$ cat src/rtl/gray_code_receiver.sv
// Receiver for a 3-bit Gray-coded count link: decodes each valid code to binary,
// checks for single forward steps, locks after a run of good steps and counts step errors.
module gray_code_receiver #(
  parameter int LOCK_COUNT = 2,
  parameter int ERR_CNT_W  = 8
) (
  input  logic                 clk,
  input  logic                 rst_n,
  input  logic                 in_valid,
  input  logic [2:0]           gray_in,
  input  logic                 err_clr,
  output logic [2:0]           bin_out,
  output logic                 out_valid,
  output logic                 locked,
  output logic                 wrap,
  output logic                 err,
  output logic [ERR_CNT_W-1:0] err_count
);

  typedef enum logic [1:0] {IDLE, ACQUIRE, LOCKED} state_t;

  localparam logic [3:0] LOCK_N = 4'(LOCK_COUNT);

  state_t     state;
  logic [2:0] prev;
  logic [3:0] good;

  logic [2:0] bin_s;
  logic [2:0] step;
  logic [3:0] good_inc;
  logic       fwd;
  logic       hold;
  logic       bad_locked;

  function automatic logic [2:0] gray2bin(input logic [2:0] g);
    logic [2:0] b;
    b[2] = g[2];
    b[1] = g[2] ^ g[1];
    b[0] = b[1] ^ g[0];
    return b;
  endfunction

  function automatic logic [ERR_CNT_W-1:0] sat_inc(input logic [ERR_CNT_W-1:0] c);
    return (&c) ? c : c + 1'b1;
  endfunction

  // Step distance uses 3-bit wrap arithmetic, so 7 -> 0 is a forward step.
  always_comb begin
    bin_s      = gray2bin(gray_in);
    step       = bin_s - prev;
    fwd        = (step == 3'd1);
    hold       = (step == 3'd0);
    good_inc   = good + 4'd1;
    bad_locked = in_valid && (state == LOCKED) && !fwd && !hold;
  end

  always_ff @(posedge clk or negedge rst_n) begin
    if (!rst_n) begin
      state     <= IDLE;
      prev      <= 3'd0;
      good      <= 4'd0;
      bin_out   <= 3'd0;
      out_valid <= 1'b0;
      locked    <= 1'b0;
      wrap      <= 1'b0;
      err       <= 1'b0;
      err_count <= '0;
    end else begin
      out_valid <= in_valid;
      wrap      <= 1'b0;
      err       <= 1'b0;
      if (in_valid) begin
        bin_out <= bin_s;
        prev    <= bin_s;
        case (state)
          IDLE: begin
            good   <= 4'd0;
            state  <= ACQUIRE;
            locked <= 1'b0;
          end
          ACQUIRE: begin
            if (fwd) begin
              good <= good_inc;
              if (good_inc == LOCK_N) begin
                state  <= LOCKED;
                locked <= 1'b1;
              end
            end else if (!hold) begin
              good <= 4'd0;
            end
          end
          LOCKED: begin
            if (fwd) begin
              wrap <= (prev == 3'd7) && (bin_s == 3'd0);
            end else if (!hold) begin
              err    <= 1'b1;
              good   <= 4'd0;
              state  <= ACQUIRE;
              locked <= 1'b0;
            end
          end
          default: begin
            state  <= IDLE;
            locked <= 1'b0;
          end
        endcase
      end
      // A clear in the same cycle as a locked error leaves the count at zero.
      if (err_clr)
        err_count <= '0;
      else if (bad_locked)
        err_count <= sat_inc(err_count);
    end
  end

endmodule

$ cat config.mk
export PLATFORM = sky130hd
export DESIGN_NAME = gray_code_receiver
export DESIGN_NICKNAME = d
export VERILOG_FILES = /design/src/rtl/gray_code_receiver.sv
export SDC_FILE = /design/constraint.sdc
export NUM_CORES = 1
export LEC_CHECK = 0
export ABC_AREA = 1
export CELL_PAD_IN_SITES_DETAIL_PLACEMENT = 0
export CELL_PAD_IN_SITES_GLOBAL_PLACEMENT = 1
export CORE_AREA = 2 2 73 75
export DETAILED_ROUTE_END_ITERATION = 8
export DIE_AREA = 0 0 75 77
export DONT_BUFFER_PORTS = 1
export PLACE_DENSITY_LB_ADDON = 0.1
export SLEW_MARGIN = 20
export SYNTH_ARGS = -nofsm -noshare
export SYNTH_HDL_FRONTEND = slang
export SYNTH_SLANG_ARGS = --single-unit
$ cat constraint.sdc
create_clock -name clk -period 1.7 [get_ports clk]
set_input_delay 0.255 -clock clk [delete_from_list [all_inputs] [get_ports clk]]
set_output_delay 0.255 -clock clk [all_outputs]
set_load 0.02 [all_outputs]
; Word level (Yosys, flattened, before mapping)
; Cells that the tools add are included.
[word_totals]
reg_bits = 21
latch_bits = 0
mem_bits_rw = 0
romBits = 0
input_bits = 7
output_inout_bits = 15
word_cells = 62
mem_count = 0
[op_classes]
addsub = 3
n_mul = 0
div = 0
magnitude_cmp = 0
eq_ne = 10
shifts = 0
mux = 24
n_bitwise = 2
n_reduce_logical = 15
[op_table]
columns = operator, count
row1 = two-way mux 8 bit, 3
row2 = two-way mux 4 bit, 3
row3 = case mux 4 bit (3 select lines), 1
row4 = two-way mux 1 bit, 11
row5 = "inequality test 2 bit, second input constant", 5
row6 = "adder 8 x 1 -> 8 bit, second input constant", 1
row7 = two-way mux 2 bit, 4
row8 = AND reduction 8 bit, 1
row9 = logical NOT 3 bit, 2
row10 = case mux 2 bit (3 select lines), 1
row11 = AND reduction 5 bit, 1
row12 = "adder 4 x 1 -> 4 bit, second input constant", 1
row13 = "equality test 4 x 2 -> 1 bit, second input constant", 1
row14 = logical AND 1 bit, 4
row15 = "equality test 3 x 1 -> 1 bit, second input constant", 1
row16 = "equality test 3 bit, second input constant", 1
row17 = AND reduction 3 bit, 1
row18 = nonzero test 3 bit, 1
row19 = subtractor 3 bit, 1
row20 = "equality test 2 x 1 -> 1 bit, second input constant", 1
row21 = "equality test 2 bit, second input constant", 1
row22 = logical NOT 1 bit, 2
row23 = logical NOT 2 bit, 1
row24 = case mux 1 bit (2 select lines), 1
row25 = other kinds (3), 4

; Depth between registers and ports, before layout
; Gate-level depths: netlist (run 1).
[logic_depth]
word_depth = 9
mapped_depth = 15
ltp_nobuf = 15

; Worst setup path before layout (run 1)
; No wires, ideal clock.
[synth_path]
path_type = input to register
start = in gray_in[2]
end = reg state[1]
setup_time_ns = 0.118
t_arrival_ns = 2.064
t_required_ns = 1.582
slack_ns = -0.481
path_stages = 12
n_path_buf = 0
cell_sequence = xnor2_1 ha_1 inv_1 ha_1 inv_1 fa_1 nor2_1 nand3_2 o21ai_1 nand3_1 nand2_1 nand2_1
[synth_via]
elab_chain_len = 6
elab_cells_between_ends = 9
cone_classes = add/sub (1) / eq/ne (4) / bitwise (2) / reduce/logical (2)
[synth_lines]
columns = item, line
row1 = "start, declared", 10  ; input logic [2:0] gray_in,
row2 = bitwise XOR 1 bit (*), 38  ; b[1] = g[2] ^ g[1];
row3 = bitwise XOR 1 bit (*), 39  ; b[0] = b[1] ^ g[0];
row4 = via bin_s[0], 28  ; logic [2:0] bin_s;
row5 = subtractor 3 bit (*), 50  ; step = bin_s - prev;
row6 = equality test 3 x 1 -> 1 bit or logical NOT 3 bit (tied branches), "51, 52"
row7 = inequality test 2 bit (no line), --
row8 = AND reduction 5 bit (no line) (*), --
row9 = "end signal, assigned", 59  ; state <= IDLE;
row10 = "end signal, assigned", 78  ; state <= ACQUIRE;
row11 = "end signal, assigned", 85  ; state <= LOCKED;
row12 = "end, declared", 24  ; state_t state;
; The timed path passes the listed nets; every way through them passes the cells marked *.
; A chain may end at the register's enable or synchronous reset.

; Worst setup path in the final report (run 1)
[layout_path]
start = in gray_in[1]
end = reg err_count[6]
[layout_via]
elab_chain_len = 9
elab_cells_between_ends = 11
cone_classes = add/sub (1) / eq/ne (1) / bitwise (2) / reduce/logical (7)
[layout_lines]
columns = item, line
row1 = bitwise XOR 1 bit (*), 38
row2 = bitwise XOR 1 bit (*), 39
row3 = via bin_s[0], 28
row4 = subtractor 3 bit (*), 50
row5 = equality test 3 x 1 -> 1 bit, 51  ; fwd = (step == 3'd1);
row6 = logical NOT 1 bit, 54  ; bad_locked = in_valid && (state == LOCKED) && !fwd && !hold;
row7 = logical AND 1 bit, 54
row8 = logical AND 1 bit (*), 54
row9 = nonzero test 2 bit (no line) (*), --
row10 = AND reduction 2 bit (no line) (*), --
row11 = "end signal, assigned", 112  ; err_count <= sat_inc(err_count);
row12 = "end, declared", 17  ; output logic [ERR_CNT_W-1:0] err_count
; Marks and branches as above.

==> results of run 1 <==
final timing paths:
path,slack (ps),start,depth (start not counted),to
setup / recovery,-230,gray_in[1],14,err_count[6]$_DFFE_PN0P_
hold / removal,90,in_valid,1,prev[2]$_DFFE_PN0P_
setup reg to reg,-200,prev[0]$_DFFE_PN0P_,11,err_count[6]$_DFFE_PN0P_
hold reg to reg,560,state[0]$_DFFE_PN0P_,2,state[0]$_DFFE_PN0P_
max in group asynchronous,890,rst_n,2,good[1]$_DFFE_PN0P_
min in group asynchronous,480,rst_n,2,err_count[0]$_DFFE_PN0P_
cells in the final DEF, fill, tap and decap left out, types with 3 or more instances in the layout:
cell type  instances
nand2_1           49
buf_4             24
dfrtp_1           20
nand3_1           18
inv_1             16
nor2_1            13
inv_2              7
nand2_2            7
ha_1               7
nand4_1            6
nand3_2            6
nand2_4            3
nand3_4            3
nor3_1             3
nor2_2             3
xnor2_1            3
o21ai_1            3
o21ai_0            3
clkbuf_8           3
routing by layer:
metal | vias up | track usage, % | wire length, um
met5 | - | 0 | 0
met4 | 0 | 2.679 | 27
met3 | 4 | 2.365 | 94
met2 | 19 | 20.09 | 1675
met1 | 587 | 18.94 | 1737
li1 | 675 | - | -
per-stage QoR:
| step | setup slack, ps | setup TNS [ps] | hold WS (ps) | area (um2) |
|---|---|---|---|---|
| final | -231.4 | -2961 | 92.11 | 1967 |
| after global routing | -305.5 | -4430 | 83.58 | 1967 |
| after CTS | -212.3 | -3090 | 85.11 | 1904 |
| after detailed placement | -510.2 | -7556 | -40.00 | 1765 |
| after global placement | -492.3 | -7349 | -40.02 | 1765 |
| after floorplan | -346.6 | -5004 | -40.59 | 1524 |
cell usage after synthesis (2+ instances only):
cell type   n  area (um2)
nand2_4     4       45.04
nand3_1    23       115.1
buf_2       2       10.01
nor3_1      3       15.01
nand2_2     2       12.51
dfrtp_1    20       500.5
nand3_4     3       52.55
nor2_1     16       60.06
xnor2_1     4       35.03
inv_1      21       78.83
o21ai_1     2       10.01
nand4_1     6       37.54
o21ai_0     4       20.02
xor2_1      2       17.52
ha_1        9       112.6
nand2_1    54       202.7
inv_2       3       11.26
state kept, by name, indices dropped and copies added (netlist names):
signal,count
err,1
err_count,8
good,4
out_valid,1
prev,3
state,2
wrap,1
kinds of logic (layout without fill, tap and decap cells):
group,count (synthesis),after routing
buffers and inverters,29,58
flip-flops,20,20
adder cells (fa/ha/maj),10,10
XOR/XNOR,6,6
AO/OA/AOI/OAI,8,8
AND/OR/NAND/NOR,119,120
power by group through the flow:
stage / sequential, uW / clock (uW) / combinational, uW
floorplan: 602 / 0 / 527
detailed placement: 579 / 0 / 783
finish: 572 / 495 / 878
global route: 580 / 546 / 973
CTS: 570 / 515 / 834
global placement: 579 / 0 / 787
worst reg2reg max path: cells and delay by family, from the launching register on:
kind / cells / cell delay, ps
and+or+nand+nor: 6 / 500
buffers and inverters: 3 / 210
DFF: 1 / 400
adders and majority gates: 2 / 750
area by class of cell:
| type | instances | area (um2) |
|---|---|---|
| Clock inverter | 1 | 30.03 |
| Sequential cell | 20 | 500.5 |
| Timing Repair Buffer | 29 | 227.7 |
| Multi-Input combinational cell | 144 | 978.4 |
| Tap cell | 70 | 87.58 |
| Fill cell | 541 | 3010 |
| Inverter | 25 | 101.3 |
| Clock buffer | 3 | 41.29 |
repair_timing:
action / 4_1_cts / 5_1_grt
endpoints found under the hold margin: 21 / 20
buffers inserted: 3 / 1
gates cloned: 1 / 0
gates resized for setup: 3 / 16
setup endpoints to repair: 16 / 16
hold buffers: 2 / 1
pin swaps: 1 / 5
==> impl_metrics.py, run 1 <==
metrics = {
    "synthesis": {
        "synth-simple-area-share_pct": 42.50,
        "async_reset_ff_share_pct": 100.0,
        "ys_ff_latch": 20,
        "synthCells": 192,
        "muxShareOfSynthArea_pct": 0,
        "synth_xor_area_share_pct": 3.578,
        "synth-seq-area-share_pct": 34.07,
        "ys.flop_type": "dfrtp_1",
        "synth_top_family_by_area": "simple AND/OR/NAND/NOR gates",
        "syn_area_um2": 1469,
        "synth_fp_nets": 209,
        "synth_warnings": 0,
        "ys_types": 31,
        "synth-adder-area-share_pct": 9.029,
        "syn_area_per_cell_um2": 7.651,
        "synth_edf_count": 0,
        "synth_compound_area_share_pct": 2.981,
    },
    "setup_path": {
        "cp_slowest_cell": "fa_2",
        "crit_fanout": 5,
        "crit_required_ps": 1910,
        "critPathMaxStageDelay_ps": 600,
        "critPathArrivalTime_ps": 2140,
        "crit_path_cell_trace": "xnor2_4 -> ha_4 -> inv_4 -> ha_4 -> inv_2 -> fa_2 -> inv_2 -> nand3_4 -> nand3_4 -> inv_6 -> nand2_8 -> nand2_8 -> nand2_2 -> nand2_1",
        "crit_buf_inv": 4,
        "critPathKind": "primary input to flip-flop",
        "start_kind": "primary input",
        "end_kind": "flip-flop",
        "critical-path-top-delay-family": "adder cells",
    },
    "grt": {
        "track_usage_pct": 13.08,
        "grt_pass1_wl_um": 5934,
        "grt_pass1_vias": 1257,
        "grt_antenna_before_repair": 0,
        "grt_overflow_total": 0,
        "grt_max_degree": 21,
    },
    "power": {
        "peakVddDrop_v": 0.0003993,
        "power_uw": 1946,
        "power_frac_comb_pct": 45.1,
        "p_leak_uw": 0.0009840,
        "power_frac_seq_pct": 29.4,
        "p_sw_share_pct": 37.96,
        "power.share.clock_pct": 25.5,
        "internal_power_uw": 1207,
        "switching_power_uw": 738.5,
        "cellPowerDensity_nw_per_um2": 989.2,
    },
    "placement": {
        "dp_hpwl_um": 2689,
        "io_buffers": 0,
        "dpl.cell_count": 281,
        "place_congestion": 0.7779,
    },
    "die": {
        "initial_core_util_pct": 29.51,
        "dieHeight_um": 77,
        "dieArea_um2": 5775,
        "coreArea_um2": 4977,
        "io_pins": 22,
        "rows": 26,
        "die_w_um": 75,
    },
    "route": {
        "drt_wl_total_um": 3534,
        "wl_per_cell_um": 12.10,
        "drtIter0Drc": 40,
        "vias": 1285,
        "drc_errors": 0,
        "ant_nets": 0,
        "vias_per_cell": 4.401,
        "drtPass1Iterations": 4,
    },
    "sta": {
        "tightest_slew_ps": 577.3,
        "setup_ws_ps": -231.4,
        "clock.fmax_mhz": 517.8,
        "finClkSkew_ps": 4.117,
        "hold_violations": 0,
        "drv_slew": 0,
        "final.period_utilization_pct": 113.6,
        "setup_violations": 16,
        "rsz0062_at_grt": "yes",
        "fin_crit_ps": 1931,
        "relSlewSlack_pct": 61.47,
    },
    "clock_tree": {
        "cts_buffers": 3,
        "clock_sinks": 20,
        "clkSlewWorstSetupHoldPaths_ps": 90,
        "h-tree-depth": 1,
        "clockBufferDepth": 2,
        "cts_tree": "yes",
        "clock_latency_ps": 260,
        "cts_root_buf": "clkbuf_8",
    },
    "worst_hold_path": {
        "min_path_type": "primary input to flip-flop",
    },
    "status": {
        "status": "complete, but fails checks",
        "violations": "setup timing",
    },
    "cells_and_area": {
        "nets": 240,
        "fin_util_pct": 39.52,
        "n_antenna_cell": 0,
        "drive_gt1_share_pct": 33.78,
        "final_cells": 292,
        "synthToLayoutAreaGrowth_pct": 33.90,
    },
    "run": {
        "drv_cap": 0,
    },
}
No activity file was read; power rests on OpenSTA's default activity.
==> run 2, diff against run 1 <==
--- a/config.mk
+++ b/config.mk
@@ -13,6 +13,7 @@
 export DIE_AREA = 0 0 75 77
 export DONT_BUFFER_PORTS = 1
 export PLACE_DENSITY_LB_ADDON = 0.1
+export SKIP_CTS_REPAIR_TIMING = 1
 export SLEW_MARGIN = 20
 export SYNTH_ARGS = -nofsm -noshare
 export SYNTH_HDL_FRONTEND = slang
==> run 2 against run 1 <==
Against the previous run: the flow still finishes with violations (setup timing); first-iteration DRC count grew 2.5%; largest power group unchanged; critical endpoint is now err_count[4]$_DFFE_PN0P_; count of clock-buffer cells in the layout unchanged; largest cell class unchanged; via count shrank 0.16%; clock power about the same; utilization decreased by 0.10 points; combinational power down 2%.
==> impl_metrics.py, run 2 (synthesis gave the netlist of run 1 again) <==
metrics = {
    "status": {
        "status": "complete, but fails checks",
        "violations": "setup timing",
    },
    "clock_tree": {
        "h-tree-depth": 1,
        "clkSlewWorstSetupHoldPaths_ps": 90,
        "cts_buffers": 3,
        "clock_sinks": 20,
        "cts_root_buf": "clkbuf_8",
        "cts_tree": "yes",
        "clockBufferDepth": 2,
        "clock_latency_ps": 260,
    },
    "route": {
        "drtIter0Drc": 41,
        "vias_per_cell": 4.424,
        "drt_wl_total_um": 3500,
        "drc_errors": 0,
        "ant_nets": 0,
        "vias": 1283,
        "wl_per_cell_um": 12.07,
        "drtPass1Iterations": 4,
    },
    "setup_path": {
        "end_kind": "flip-flop",
        "critPathMaxStageDelay_ps": 600,
        "cp_slowest_cell": "fa_2",
        "start_kind": "primary input",
        "critPathKind": "primary input to flip-flop",
        "r2r-end": "err_count[4]$_DFFE_PN0P_",
        "rrSetupSlack_ps": -210,
        "crit_path_cell_trace": "xnor2_4 -> ha_4 -> inv_4 -> ha_4 -> inv_2 -> fa_2 -> inv_2 -> nand3_4 -> nand3_4 -> inv_6 -> nand2_8 -> nand2_8 -> nand2_1 -> nand2_1",
        "crit_required_ps": 1910,
        "reg2reg_from": "prev[0]$_DFFE_PN0P_",
        "reg2reg_depth": 11,
        "critPathArrivalTime_ps": 2140,
        "crit_fanout": 5,
    },
    "die": {
        "rows": 26,
        "dieArea_um2": 5775,
        "coreArea_um2": 4977,
        "dieHeight_um": 77,
        "die_w_um": 75,
        "io_pins": 22,
        "initial_core_util_pct": 29.51,
    },
    "worst_hold_path": {
        "holdPathStages": 1,
        "hold_end": "prev[2]$_DFFE_PN0P_",
        "min_from": "in_valid",
        "min_path_type": "primary input to flip-flop",
    },
    "placement": {
        "place_congestion": 0.7779,
        "placed_area_um2": 1765,
        "dp_hpwl_um": 2689,
        "io_buffers": 0,
        "place_ws_ps": -510.2,
    },
    "grt": {
        "track_usage_pct": 12.90,
        "grt_pass1_wl_um": 5816,
        "groute.layer.met2.usage_pct": 19.91,
        "grt_max_degree": 21,
        "grt-busiest-layer": "met2",
        "grt_pass1_vias": 1233,
        "met1_usage_pct": 18.54,
        "grt_overflow_total": 0,
        "grt_antenna_before_repair": 0,
        "met3_usage_pct": 2.365,
    },
    "sta": {
        "drv_slew": 0,
        "clock.fmax_mhz": 516.5,
        "tightest_slew_ps": 556.0,
        "finClkSkew_ps": 4.230,
        "setup_ws_ps": -236.3,
        "relSlewSlack_pct": 62.89,
        "fin_crit_ps": 1936,
        "final.period_utilization_pct": 113.9,
        "hold_violations": 0,
        "rsz0062_at_grt": "yes",
        "setup_tns_ps": -2998,
        "setup_violations": 16,
    },
    "run": {
        "drv_cap": 0,
    },
    "cells_and_area": {
        "reg.largest.list": "err_count: 8 flops, good: 4 flops, prev: 3 flops",
        "synthToLayoutAreaGrowth_pct": 33.56,
        "nFillCells": 538,
        "n_antenna_cell": 0,
        "largest_reg_flops": 8,
        "stdcell_area_um2": 1962,
        "mostFrequentLayoutCell": "nand2_1",
        "final_cell_mix": "nand2_1 (51), buf_4 (24), dfrtp_1 (20), nand3_1 (18), inv_1 (16)",
        "regMostFlops": "err_count",
        "drive_gt1_share_pct": 32.27,
        "nets": 238,
    },
    "power": {
        "cellPowerDensity_nw_per_um2": 982.7,
        "power_uw": 1928,
        "p_leak_uw": 0.0009788,
        "peakVddDrop_v": 0.0003974,
    },
}
-- run 2: area by class of cell --
cell class	instances	area (um2)	area share (%)
clock buffer	3	41.29	2.105
clock inverter	1	30.03	1.531
inverter	25	101.3	5.166
multi-input combinational	144	980.9	50.00
sequential	20	500.5	25.51
tap	70	87.58	4.464
timing repair buffer	27	220.2	11.22
-- run 2: how the worst max path moves through the flow --
stage                                     to  depth (start not counted)        from  slack (ps)
floorplan               state[1]$_DFFE_PN0P_                         12  gray_in[2]        -350
global placement    err_count[5]$_DFFE_PN0P_                         15  gray_in[2]        -490
detailed placement  err_count[5]$_DFFE_PN0P_                         15  gray_in[2]        -510
CTS                 err_count[7]$_DFFE_PN0P_                         14  gray_in[2]        -230
global route        err_count[3]$_DFFE_PN0P_                         13  gray_in[1]        -310
finish              err_count[4]$_DFFE_PN0P_                         14  gray_in[1]        -240
-- run 2: critical path, delay by kind of cell --
family	cells	cell delay (ps)
fa+ha+maj	3	950
simple gates	6	500
buf+inv	4	270
xor+xnor	1	180
-- run 2: through the flow --
step | utilization [%] | cells | hold WS (ps)
after floorplan | - | 192 | -40.59
after global placement | 35.47 | 281 | -40.02
after detailed placement | 35.47 | 281 | -40.00
after CTS | 36.90 | 285 | -339.1
after global routing | 39.42 | 290 | 83.58
final | 39.42 | 290 | 92.78
-- run 2: where the power goes --
| group | leakage, uW | total, uW | internal (uW) | switching, uW |
|---|---|---|---|---|
| clock | 0.0000357 | 496 | 315 | 181 |
| combinational | 0.000675 | 860 | 361 | 499 |
| sequential | 0.000268 | 572 | 520 | 52.4 |
| total | 0.000979 | 1930 | 1200 | 732 |
-- run 2: routing by layer --
layer	up-vias	wire length (um)
met5	-	0
met3	4	99
met4	0	22
met2	20	1631
met1	585	1747
li1	674	-
